[config.mk]
export PLATFORM = sky130hd
export DESIGN_NAME = fg_bd_arbiter
export DESIGN_NICKNAME = d
export VERILOG_FILES = /design/src/rtl/fg_bd_arbiter.sv
export SDC_FILE = /design/constraint.sdc
export NUM_CORES = 1
export LEC_CHECK = 0
export BUFFER_PORTS_ARGS = -buffer_cell sky130_fd_sc_hd__buf_2
export CORE_ASPECT_RATIO = 0.75
export CORE_UTILIZATION = 37
export DETAILED_ROUTE_END_ITERATION = 10
export PLACE_DENSITY = 0.8
export SLEW_MARGIN = 40
export SYNTH_ARGS = -nofsm -noshare
export SYNTH_HDL_FRONTEND = slang
export SYNTH_SLANG_ARGS = --single-unit
[constraint.sdc]
create_clock -name clk -period 5.1 [get_ports clk]
set_input_delay 1.53 -clock clk [delete_from_list [all_inputs] [get_ports clk]]
set_output_delay 1.53 -clock clk [all_outputs]
set_load 0.1 [all_outputs]
[src/rtl/fg_bd_arbiter.sv]
// Round-robin merge of per-flow burst descriptors into one registered
// descriptor stream, tagged with the index of the source that supplied it.
module fg_bd_arbiter #(
   parameter int PORTS      = 4,
   parameter int PORT_WIDTH = 2,
   parameter int DEST_WIDTH = 8
) (
   input  logic                       clk,
   input  logic                       rst,
   input  logic [PORTS-1:0]           input_bd_valid,
   output logic [PORTS-1:0]           input_bd_ready,
   input  logic [PORTS*DEST_WIDTH-1:0] input_bd_dest,
   input  logic [PORTS*32-1:0]        input_bd_burst_len,
   output logic                       output_bd_valid,
   input  logic                       output_bd_ready,
   output logic [DEST_WIDTH-1:0]      output_bd_dest,
   output logic [31:0]                output_bd_burst_len,
   output logic [PORT_WIDTH-1:0]      output_bd_port,
   input  logic [PORTS-1:0]           port_enable,
   output logic                       busy
);

   logic [PORT_WIDTH-1:0] last_grant;
   logic [PORTS-1:0]      cand;
   logic [2*PORTS-1:0]    rot;
   logic [5:0]            off;
   logic [5:0]            idx;
   logic                  found;
   logic                  free;
   logic                  grant;
   logic [PORT_WIDTH-1:0] sel;
   logic [DEST_WIDTH-1:0] sel_dest;
   logic [31:0]           sel_len;

   // Rotating the doubled candidate vector puts last_grant+1 at bit 0,
   // so the lowest set bit is the next port in round-robin order.
   always_comb begin
      cand  = input_bd_valid & port_enable;
      rot   = {cand, cand} >> (6'(last_grant) + 6'd1);
      found = 1'b0;
      off   = '0;
      for (int j = PORTS - 1; j >= 0; j--) begin
         if (rot[j]) begin
            found = 1'b1;
            off   = 6'(j);
         end
      end
      idx = 6'(last_grant) + 6'd1 + off;
      if (idx >= 6'(PORTS)) begin
         idx = idx - 6'(PORTS);
      end
      sel      = PORT_WIDTH'(idx);
      sel_dest = input_bd_dest[sel*DEST_WIDTH +: DEST_WIDTH];
      sel_len  = input_bd_burst_len[sel*32 +: 32];
      free     = !output_bd_valid || output_bd_ready;
      grant    = !rst && free && found;
      input_bd_ready = '0;
      if (grant) begin
         input_bd_ready[sel] = 1'b1;
      end
      busy = output_bd_valid || (|cand);
   end

   always_ff @(posedge clk) begin
      if (rst) begin
         output_bd_valid     <= 1'b0;
         output_bd_dest      <= '0;
         output_bd_burst_len <= '0;
         output_bd_port      <= '0;
         last_grant          <= PORT_WIDTH'(PORTS - 1);
      end else if (free) begin
         output_bd_valid <= 1'b0;
         if (grant) begin
            last_grant <= sel;
            // Zero-length descriptors are accepted but never forwarded.
            if (sel_len != 32'd0) begin
               output_bd_valid     <= 1'b1;
               output_bd_dest      <= sel_dest;
               output_bd_burst_len <= sel_len;
               output_bd_port      <= sel;
            end
         end
      end
   end

endmodule

==> results of run 1 <==
## per-layer routing
metal  global-route usage  vias up  part of all wire
met4               0.0597        0             0.018
met5                    0        -                 0
li1                     -     1370                 -
met3               0.0531       17             0.074
met2                0.414      147              0.52
met1                0.254     1400              0.39
## critical path: cells and delay by family
family	cells	cell delay, ns
buffers and inverters	4	0.71
AOI/OAI and AO/OA	4	0.54
and+or+nand+nor	3	0.39
adders and majority gates	1	0.28
## cells by family after synthesis
group	count (synthesis)
compound gates	14
xor+xnor	2
fa+ha+maj	2
buf+inv	20
flops	45
mux	82
simple gates	71
## state kept, by name, indices dropped and copies added (netlist names)
name,flops
output_bd_burst_len,32
output_bd_valid,1
output_bd_dest,8
last_grant,2
output_bd_port,2
## path summary, 6_finish.rpt
| check | from | end | cells after the start |
|---|---|---|---|
| worst max-delay path | input_bd_valid[3] | input_bd_ready[3] | 12 |
| worst min-delay path | output_bd_port[1]$_SDFFE_PP0P_ | output_bd_port[1]$_SDFFE_PP0P_ | 2 |
| worst max register to register | last_grant[0]$_SDFFE_PP1P_ | output_bd_burst_len[1]$_SDFFE_PP0P_ | 13 |
| worst min register to register | output_bd_port[1]$_SDFFE_PP0P_ | output_bd_port[1]$_SDFFE_PP0P_ | 2 |
## repair_timing
item                                    in CTS  in global routing
endpoints found under the setup margin       0                 43
hold buffers                                 0                  0
setup buffers                                0                  8
resized for setup                            0                  2
## cells in the mapped netlist (2+ instances only)
| cell | n |
|---|---|
| dfxtp_1 | 45 |
| mux4_2 | 40 |
| nor2b_1 | 40 |
| mux2_1 | 23 |
| mux2_2 | 17 |
| clkbuf_1 | 8 |
| nor4_1 | 8 |
| buf_6 | 6 |
| nand2_1 | 6 |
| nor2_1 | 5 |
| o21ai_0 | 4 |
| nand2b_1 | 3 |
| nor3b_1 | 3 |
| a21oi_1 | 2 |
| a31oi_1 | 2 |
| buf_1 | 2 |
| buf_2 | 2 |
| mux2i_1 | 2 |
| nand3_1 | 2 |
| nand4_1 | 2 |
## final cells by class
class	count	area share
Sequential cell	45	0.197
Timing Repair Buffer	241	0.305
Clock inverter	1	0.00109
Clock buffer	7	0.0210
Inverter	1	0.000819
Tap cell	101	0.0276
Multi-Input combinational cell	171	0.448
## where the power goes
group	leakage, nW	switching, mW	internal (mW)
Sequential	0.374	0.0715	0.491
Clock	0.0542	0.120	0.123
Combinational	1.75	1.76	1.08
## per-stage QoR
| stage | utilization | power [mW] | hold slack [ns] | setup WS [ns] |
|---|---|---|---|---|
| 6_report | 0.606 | 3.65 | 0.481 | 0.103 |
| 5_1_grt | 0.606 | 3.81 | 0.513 | -0.0494 |
| 4_1_cts | 0.596 | 3.59 | 0.484 | 0.0782 |
| 3_5_place_dp | 0.583 | 3.34 | 0.471 | -0.135 |
| 3_3_place_gp | 0.583 | 3.28 | 0.463 | -0.0770 |
| 2_1_floorplan | - | 2.79 | 0.546 | -0.0113 |
==> impl_metrics.json, run 1 <==
{
  "final_layout_size_suffix_gt1_frac": 0.691,
  "slew_violations": 0,
  "r2r_setup_slack_ns": 0.96,
  "final.period_utilization": 0.980,
  "crit_required_ns": 3.57,
  "hold_class": "flip-flop to flip-flop",
  "finalNetCount": 637,
  "synth_area_leader_cell": "dfxtp_1",
  "seq_area_um2": 901,
  "period_needed_ns": 5.00,
  "fillers": 649,
  "dieArea_um2": 8430,
  "irDropWorstVdd_mv": 0.606,
  "syn_area_um2": 2980,
  "postSynthAreaPerCell_um2": 12.6,
  "relSlewSlack": 0.596,
  "antennaDiodeCount": 0,
  "netlist-cell-type-count": 34,
  "muxShareOfSynthArea": 0.460,
  "clk_path_buf_depth": 2,
  "clk_pin_slew_ns": 0.09,
  "synth_xor_area_frac": 0.0122,
  "coreArea_um2": 7570,
  "grt_usage": 0.222,
  "syn_to_final_growth_pct": 53.6,
  "async_flop_share": 0,
  "synth_nets": 408,
  "overflow": 0,
  "grt_start_max_net_pins": 46,
  "ios": 219,
  "synth_edf_count": 0,
  "avgViaCountPerCell": 5.17,
  "clkLatencyLatePin_ns": 0.29,
  "cap_violations": 0,
  "place_area_um2": 4410,
  "ys_seq_elements": 45,
  "cts_tree": "yes",
  "dp_hpwl_um": 7820,
  "clock_skew_ns": 0.00655,
  "rows": 27,
  "synth_top_family_by_area": "multiplexers",
  "grt_pass1_vias": 3020,
  "power_density_nw_per_um2": 795,
  "die_height_um": 79.8,
  "multi_input_area_um2": 2050,
  "start_util": 0.394,
  "synth_ff_type": "dfxtp_1",
  "numPlacedInstances": 551,
  "ys_warn_count": 0,
  "synth_compound_area_frac": 0.0356,
  "final_cell_mix": "buf_2 (214), dfxtp_1 (45), mux4_2 (40), nor2b_1 (40), mux2_1 (23)",
  "fin_cells": 567,
  "wl_um": 9650,
  "stdcell_area_um2": 4580,
  "crit_path_start_kind": "primary input",
  "yosys-top-cells-area": "dfxtp_1 (30%), mux4_2 (30%), mux2_1 (8.7%)",
  "die_x_um": 106,
  "ant_nets": 0,
  "yosysSeqAreaShare": 0.302,
  "first_pass_iters": 4,
  "io_buffers": 218,
  "htreeDepth": 2,
  "critical_path_peak_fanout": 12,
  "path_cells": "buf_2 > nand2_8 > nor2_1 > a31oi_2 > o21ai_1 > o21ai_1 > a32oi_2 > ha_4 > buf_12 > buf_4 > nor3b_4 > buf_12",
  "route.detailed.drc": 0,
  "tightest_slew_ns": 0.600,
  "cts_buffers": 5,
  "synthDominantCellAreaShare": 0.302,
  "mostFrequentLayoutCell": "buf_2",
  "grt_first_pass_wirelength_um": 14400,
  "end_kind": "primary output",
  "fmax_mhz": 200,
  "drt_iter0_markers": 80,
  "drt-wirelength-per-cell_um": 17.0,
  "synthAdderAreaFrac": 0.00881,
  "critical_path_class": "primary input to primary output",
  "slowest_stage": "ha_4",
  "setup-tns-final_ns": 0,
  "synth_cells": 236,
  "cellLeakagePower_nw": 2.18,
  "grt_antenna_before_repair": 0,
  "setup_violations": 0,
  "synth-simple-area-share": 0.140,
  "worstPathArrival_ns": 3.47,
  "place_congestion": 0.818,
  "num_vias": 2934,
  "status": "completed",
  "hold_violations": 0,
  "slowest_delay_ns": 0.28,
  "cts_root_buf": "clkbuf_8",
  "cts_sinks": 45
}
Note: power is estimated with default switching activity, not from simulation.
==> run 2: changes to the inputs <==
--- a/config.mk
+++ b/config.mk
@@ -7,9 +7,10 @@
 export LEC_CHECK = 0
 export BUFFER_PORTS_ARGS = -buffer_cell sky130_fd_sc_hd__buf_2
 export CORE_ASPECT_RATIO = 0.75
-export CORE_UTILIZATION = 37
+export CORE_MARGIN = 4
+export CORE_UTILIZATION = 41
 export DETAILED_ROUTE_END_ITERATION = 10
-export PLACE_DENSITY = 0.8
+export PLACE_DENSITY = 0.84
 export SLEW_MARGIN = 40
 export SYNTH_ARGS = -nofsm -noshare
 export SYNTH_HDL_FRONTEND = slang
==> constraint.sdc (replaced) <==
create_clock -name clk -period 5.2 [get_ports clk]
set_input_delay 1.56 -clock clk [delete_from_list [all_inputs] [get_ports clk]]
set_output_delay 1.56 -clock clk [all_outputs]
set_load 0.1 [all_outputs]
==> run 2 against run 1 <==
Compared with the run above: routed wire length increased by 2.8%; via count is 1.8% lower; combinational power is 7.4% lower; power fell by 5.1%; hold slack better by 0.0021 ns; count of clock-buffer cells in the layout stayed put; non-clock buffer count is 12 lower; core utilization up 3.7 points; largest power group unchanged.
==> impl_metrics.json, run 2 (same netlist as run 1, synthesis figures left out) <==
{
  "grt_pass1_vias": 3078,
  "post_cts_buffers": 0,
  "p_seq_frac": 0.159,
  "period_needed_ns": 4.99,
  "end_kind": "primary output",
  "worstPathArrival_ns": 3.43,
  "min_to": "output_bd_port[0]$_SDFFE_PP0P_",
  "setup-tns-final_ns": 0,
  "clk_pin_slew_ns": 0.08,
  "power_density_nw_per_um2": 776,
  "hp-start": "output_bd_port[0]$_SDFFE_PP0P_",
  "rr_worst_depth": 14,
  "largest_reg_flops": 32,
  "num_vias": 2881,
  "clk_path_buf_depth": 2,
  "htreeDepth": 2,
  "die_height_um": 81.9,
  "drt-wirelength-per-cell_um": 18.0,
  "dieArea_um2": 8720,
  "hold_violations": 0,
  "grt_usage": 0.216,
  "avgViaCountPerCell": 5.22,
  "clkLatencyLatePin_ns": 0.29,
  "cts.repair.resized": 0,
  "status": "completed",
  "rows": 26,
  "cts_buffers": 5,
  "pwr-share-comb": 0.760,
  "first_pass_iters": 4,
  "fin_cells": 552,
  "p_int_mw": 1.60,
  "coreArea_um2": 6930,
  "critical_path_class": "primary input to primary output",
  "top_regs": "output_bd_burst_len x32, output_bd_dest x8",
  "mostFrequentLayoutCell": "buf_2",
  "cts_tree": "yes",
  "whs_ns": 0.483,
  "grt_antenna_before_repair": 0,
  "antennaDiodeCount": 0,
  "crit_required_ns": 3.64,
  "fmax_mhz": 201,
  "start_util": 0.431,
  "setup_violations": 0,
  "timing.rr.start": "last_grant[0]$_SDFFE_PP1P_",
  "wl_um": 9920,
  "finalNetCount": 625,
  "timing.rr.end": "output_bd_burst_len[1]$_SDFFE_PP0P_",
  "relSlewSlack": 0.657,
  "ios": 219,
  "numPlacedInstances": 544,
  "power_switching_mw": 1.86,
  "crit_path_start_kind": "primary input",
  "die_x_um": 107,
  "final.period_utilization": 0.959,
  "slew_violations": 0,
  "regMostFlops": "output_bd_burst_len",
  "dp_slack_ns": 0.0772,
  "cts_sinks": 45,
  "p_sw_frac": 0.539,
  "final_cell_mix": "buf_2 (214), dfxtp_1 (45), mux4_2 (40), nor2b_1 (40), mux2_1 (23)",
  "drt_iter0_markers": 90,
  "finalPower_mw": 3.46,
  "cts_hold_buffers": 0,
  "overflow": 0,
  "cap_violations": 0,
  "grt_first_pass_wirelength_um": 14700,
  "cts_root_buf": "clkbuf_8",
  "route.detailed.drc": 0,
  "place_congestion": 0.907,
  "r2r_setup_slack_ns": 1.18,
  "syn_to_final_growth_pct": 49.3,
  "pwr-share-clk": 0.080,
  "place_area_um2": 4340,
  "dp_hpwl_um": 8180,
  "irDropWorstVdd_mv": 0.427,
  "io_buffers": 218,
  "clock_skew_ns": 0.00370,
  "cellLeakagePower_nw": 2.12,
  "final_core_util": 0.643,
  "ant_nets": 0,
  "rsz0062_at_grt": "no",
  "final_layout_size_suffix_gt1_frac": 0.670,
  "grt_start_max_net_pins": 46,
  "tightest_slew_ns": 0.509,
  "setup_slack_ns": 0.214,
  "stdcell_area_um2": 4460,
  "critical_path_peak_fanout": 18,
  "hold_class": "flip-flop to flip-flop",
  "hold_depth": 2
}
==> run 2: worst max-delay path by stage <==
| stage | startpoint | endpoint | slack (ns) | cells past startpoint |
|---|---|---|---|---|
| final | input_bd_valid[3] | input_bd_ready[0] | 0.21 | 12 |
| after CTS | input_bd_valid[3] | input_bd_ready[0] | 0.19 | 12 |
| after global placement | input_bd_valid[3] | output_bd_burst_len[12]$_SDFFE_PP0P_ | 0.15 | 15 |
| after global routing | input_bd_valid[3] | input_bd_ready[0] | 0.06 | 12 |
| after detailed placement | input_bd_valid[3] | output_bd_burst_len[21]$_SDFFE_PP0P_ | 0.08 | 15 |
| after floorplan | input_bd_valid[3] | input_bd_ready[1] | 0.008 | 11 |
==> run 2: layout make-up <==
| class | count | area, um^2 |
|---|---|---|
| multi-input combinational | 171 | 2020 |
| tap | 98 | 123 |
| inverter | 1 | 3.75 |
| timing repair buffer | 229 | 1300 |
| clock inverter | 1 | 30.0 |
| sequential | 45 | 901 |
| clock buffer | 7 | 86.3 |
| fill | 598 | 2470 |
==> run 2: power groups by stage <==
| stage | sequential [mW] | combinational, mW | clock, mW |
|---|---|---|---|
| 2_1_floorplan | 1.45 | 1.29 | 0 |
| 3_3_place_gp | 0.552 | 2.60 | 0 |
| 3_5_place_dp | 0.558 | 2.65 | 0 |
| 4_1_cts | 0.552 | 2.65 | 0.284 |
| 5_1_grt | 0.569 | 2.76 | 0.299 |
| 6_report | 0.551 | 2.63 | 0.278 |
==> run 2: worst max-delay path, cell delays in order <==
cell and delay, ns:
buf_2 0.11, nand2_1 0.09, nor2_1 0.05, a31oi_1 0.20, o21ai_1 0.09, o21ai_1 0.08, a32oi_1 0.11, ha_4 0.40
buf_12 0.21, nand2_1 0.17, nor2_4 0.16, buf_12 0.18
==> run 2: layer usage <==
metal  vias to the layer above  GRT usage  routed length, um
li1                       1347          -                  -
met5                         -          0                  0
met1                      1397      0.254               3900
met2                       125      0.407               5260
met4                         0     0.0524                102
met3                        12     0.0479                651
==> run 3: changes to the inputs <==
--- a/config.mk
+++ b/config.mk
@@ -5,12 +5,14 @@
 export SDC_FILE = /design/constraint.sdc
 export NUM_CORES = 1
 export LEC_CHECK = 0
+export ABC_CLOCK_PERIOD_IN_PS = 5200
 export BUFFER_PORTS_ARGS = -buffer_cell sky130_fd_sc_hd__buf_2
 export CORE_ASPECT_RATIO = 0.75
 export CORE_MARGIN = 4
 export CORE_UTILIZATION = 41
 export DETAILED_ROUTE_END_ITERATION = 10
 export PLACE_DENSITY = 0.84
+export REMOVE_ABC_BUFFERS = 1
 export SLEW_MARGIN = 40
 export SYNTH_ARGS = -nofsm -noshare
 export SYNTH_HDL_FRONTEND = slang
==> run 3 against run 2 <==
Compared with the run above: routed wire length fell by 8.1%; via count down 2.1%; clock skew up 0.0017 ns; largest cell class unchanged.
==> impl_metrics.json, run 3 (same netlist as run 1, synthesis figures left out) <==
{
  "status": "completed",
  "coreArea_um2": 6930,
  "place_area_um2": 4260,
  "worstPathArrival_ns": 3.46,
  "hp-start": "output_bd_port[0]$_SDFFE_PP0P_",
  "stdcell_area_um2": 4350,
  "hold_violations": 0,
  "setup_slack_ns": 0.177,
  "r2r_setup_slack_ns": 1.17,
  "overflow": 0,
  "syn_to_final_growth_pct": 45.9,
  "cts_buffers": 5,
  "cts.repair.resized": 0,
  "crit_required_ns": 3.64,
  "avgViaCountPerCell": 5.13,
  "antennaDiodeCount": 0,
  "path_cells": "buf_2 > nand3_1 > o21ai_0 > o21ai_0 > o21ai_0 > a32oi_1 > ha_2 > buf_12 > nor3b_1 > buf_12",
  "cts_root_buf": "clkbuf_8",
  "clk_pin_slew_ns": 0.08,
  "setup-tns-final_ns": 0,
  "power_density_nw_per_um2": 762,
  "grt_start_max_net_pins": 46,
  "grt_pass1_vias": 2865,
  "first_pass_iters": 6,
  "dp_slack_ns": 0.00832,
  "dp_hpwl_um": 7690,
  "critPathMostFrequentCell": "o21ai_0",
  "seq_area_um2": 901,
  "end_kind": "primary output",
  "grt_antenna_before_repair": 0,
  "cellLeakagePower_nw": 2.08,
  "critical_path_class": "primary input to primary output",
  "cts_sinks": 45,
  "hold_class": "flip-flop to flip-flop",
  "numPlacedInstances": 543,
  "final_cell_mix": "buf_2 (214), dfxtp_1 (45), mux4_2 (40), nor2b_1 (40), mux2_1 (23)",
  "final_layout_size_suffix_gt1_frac": 0.657,
  "drt-wirelength-per-cell_um": 16.6,
  "post_cts_buffers": 0,
  "crit_buf_inv": 3,
  "drt_iter0_markers": 96,
  "fin_cells": 550,
  "grt_first_pass_wirelength_um": 13900,
  "multi_input_area_um2": 1960,
  "wl_um": 9110,
  "finalPower_mw": 3.32,
  "htreeDepth": 2,
  "finalNetCount": 624,
  "ant_nets": 0,
  "cp_top_family": "buffers and inverters",
  "period_needed_ns": 5.02,
  "tightest_slew_ns": 0.505,
  "relSlewSlack": 0.660,
  "cts_tree": "yes",
  "timing.rr.start": "last_grant[0]$_SDFFE_PP1P_",
  "rows": 26,
  "place_congestion": 0.829,
  "regMostFlops": "output_bd_burst_len",
  "fillers": 580,
  "largest_reg_flops": 32,
  "cap_violations": 0,
  "fmax_mhz": 199,
  "start_util": 0.431,
  "die_height_um": 81.9,
  "startpoint": "port_enable[3]",
  "slowest_delay_ns": 0.38,
  "slew_violations": 0,
  "crit_path_start_kind": "primary input",
  "top_regs": "output_bd_burst_len x32, output_bd_dest x8",
  "clock_skew_ns": 0.00543,
  "io_buffers": 218,
  "dieArea_um2": 8720,
  "slowest_stage": "nor3b_1",
  "mostFrequentLayoutCell": "buf_2",
  "clk_path_buf_depth": 2,
  "rsz0062_at_grt": "no",
  "num_vias": 2820,
  "critical_path_peak_fanout": 27,
  "route.detailed.drc": 0,
  "clkLatencyLatePin_ns": 0.28,
  "cts_hold_buffers": 0,
  "setup_violations": 0,
  "irDropWorstVdd_mv": 0.411,
  "grt_usage": 0.203,
  "die_x_um": 107,
  "final.period_utilization": 0.966,
  "ios": 219
}
==> run 3: path summary, 6_finish.rpt <==
kind                            cells past startpoint                                   to
worst max-delay path                               10                    input_bd_ready[1]
worst min-delay path                                2       output_bd_port[0]$_SDFFE_PP0P_
worst max register to register                     12  output_bd_burst_len[6]$_SDFFE_PP0P_
worst min register to register                      2       output_bd_port[0]$_SDFFE_PP0P_
==> run 3: where the power goes <==
group	internal (mW)	total [mW]	leakage, nW	switching [mW]
Sequential	0.482	0.549	0.374	0.0665
Clock	0.106	0.215	0.0443	0.110
Combinational	0.920	2.55	1.66	1.63
==> run 3: cell type report <==
type | instances | area share
clock buffer | 7 | 0.0198
tap | 98 | 0.0282
multi-input combinational | 171 | 0.451
inverter | 1 | 0.000862
sequential | 45 | 0.207
timing repair buffer | 228 | 0.293
==> run 3: worst min-delay path, delay by kind of cell (launching register included) <==
kind             cells  cell delay (ns)
muxes                1             0.06
DFF                  1             0.32
and+or+nand+nor      1             0.07
==> run 3: per-stage QoR <==
stage / utilization / hold WS, ns
floorplan: - / 0.533
CTS: 0.628 / 0.495
finish: 0.628 / 0.498
detailed placement: 0.615 / 0.482
global placement: 0.615 / 0.469
global route: 0.628 / 0.516
==> run 3: per-layer routing <==
metal	track usage	wire, um
met3	0.0495	749
met2	0.399	4760
met1	0.227	3520
met5	0	0
met4	0.0421	86
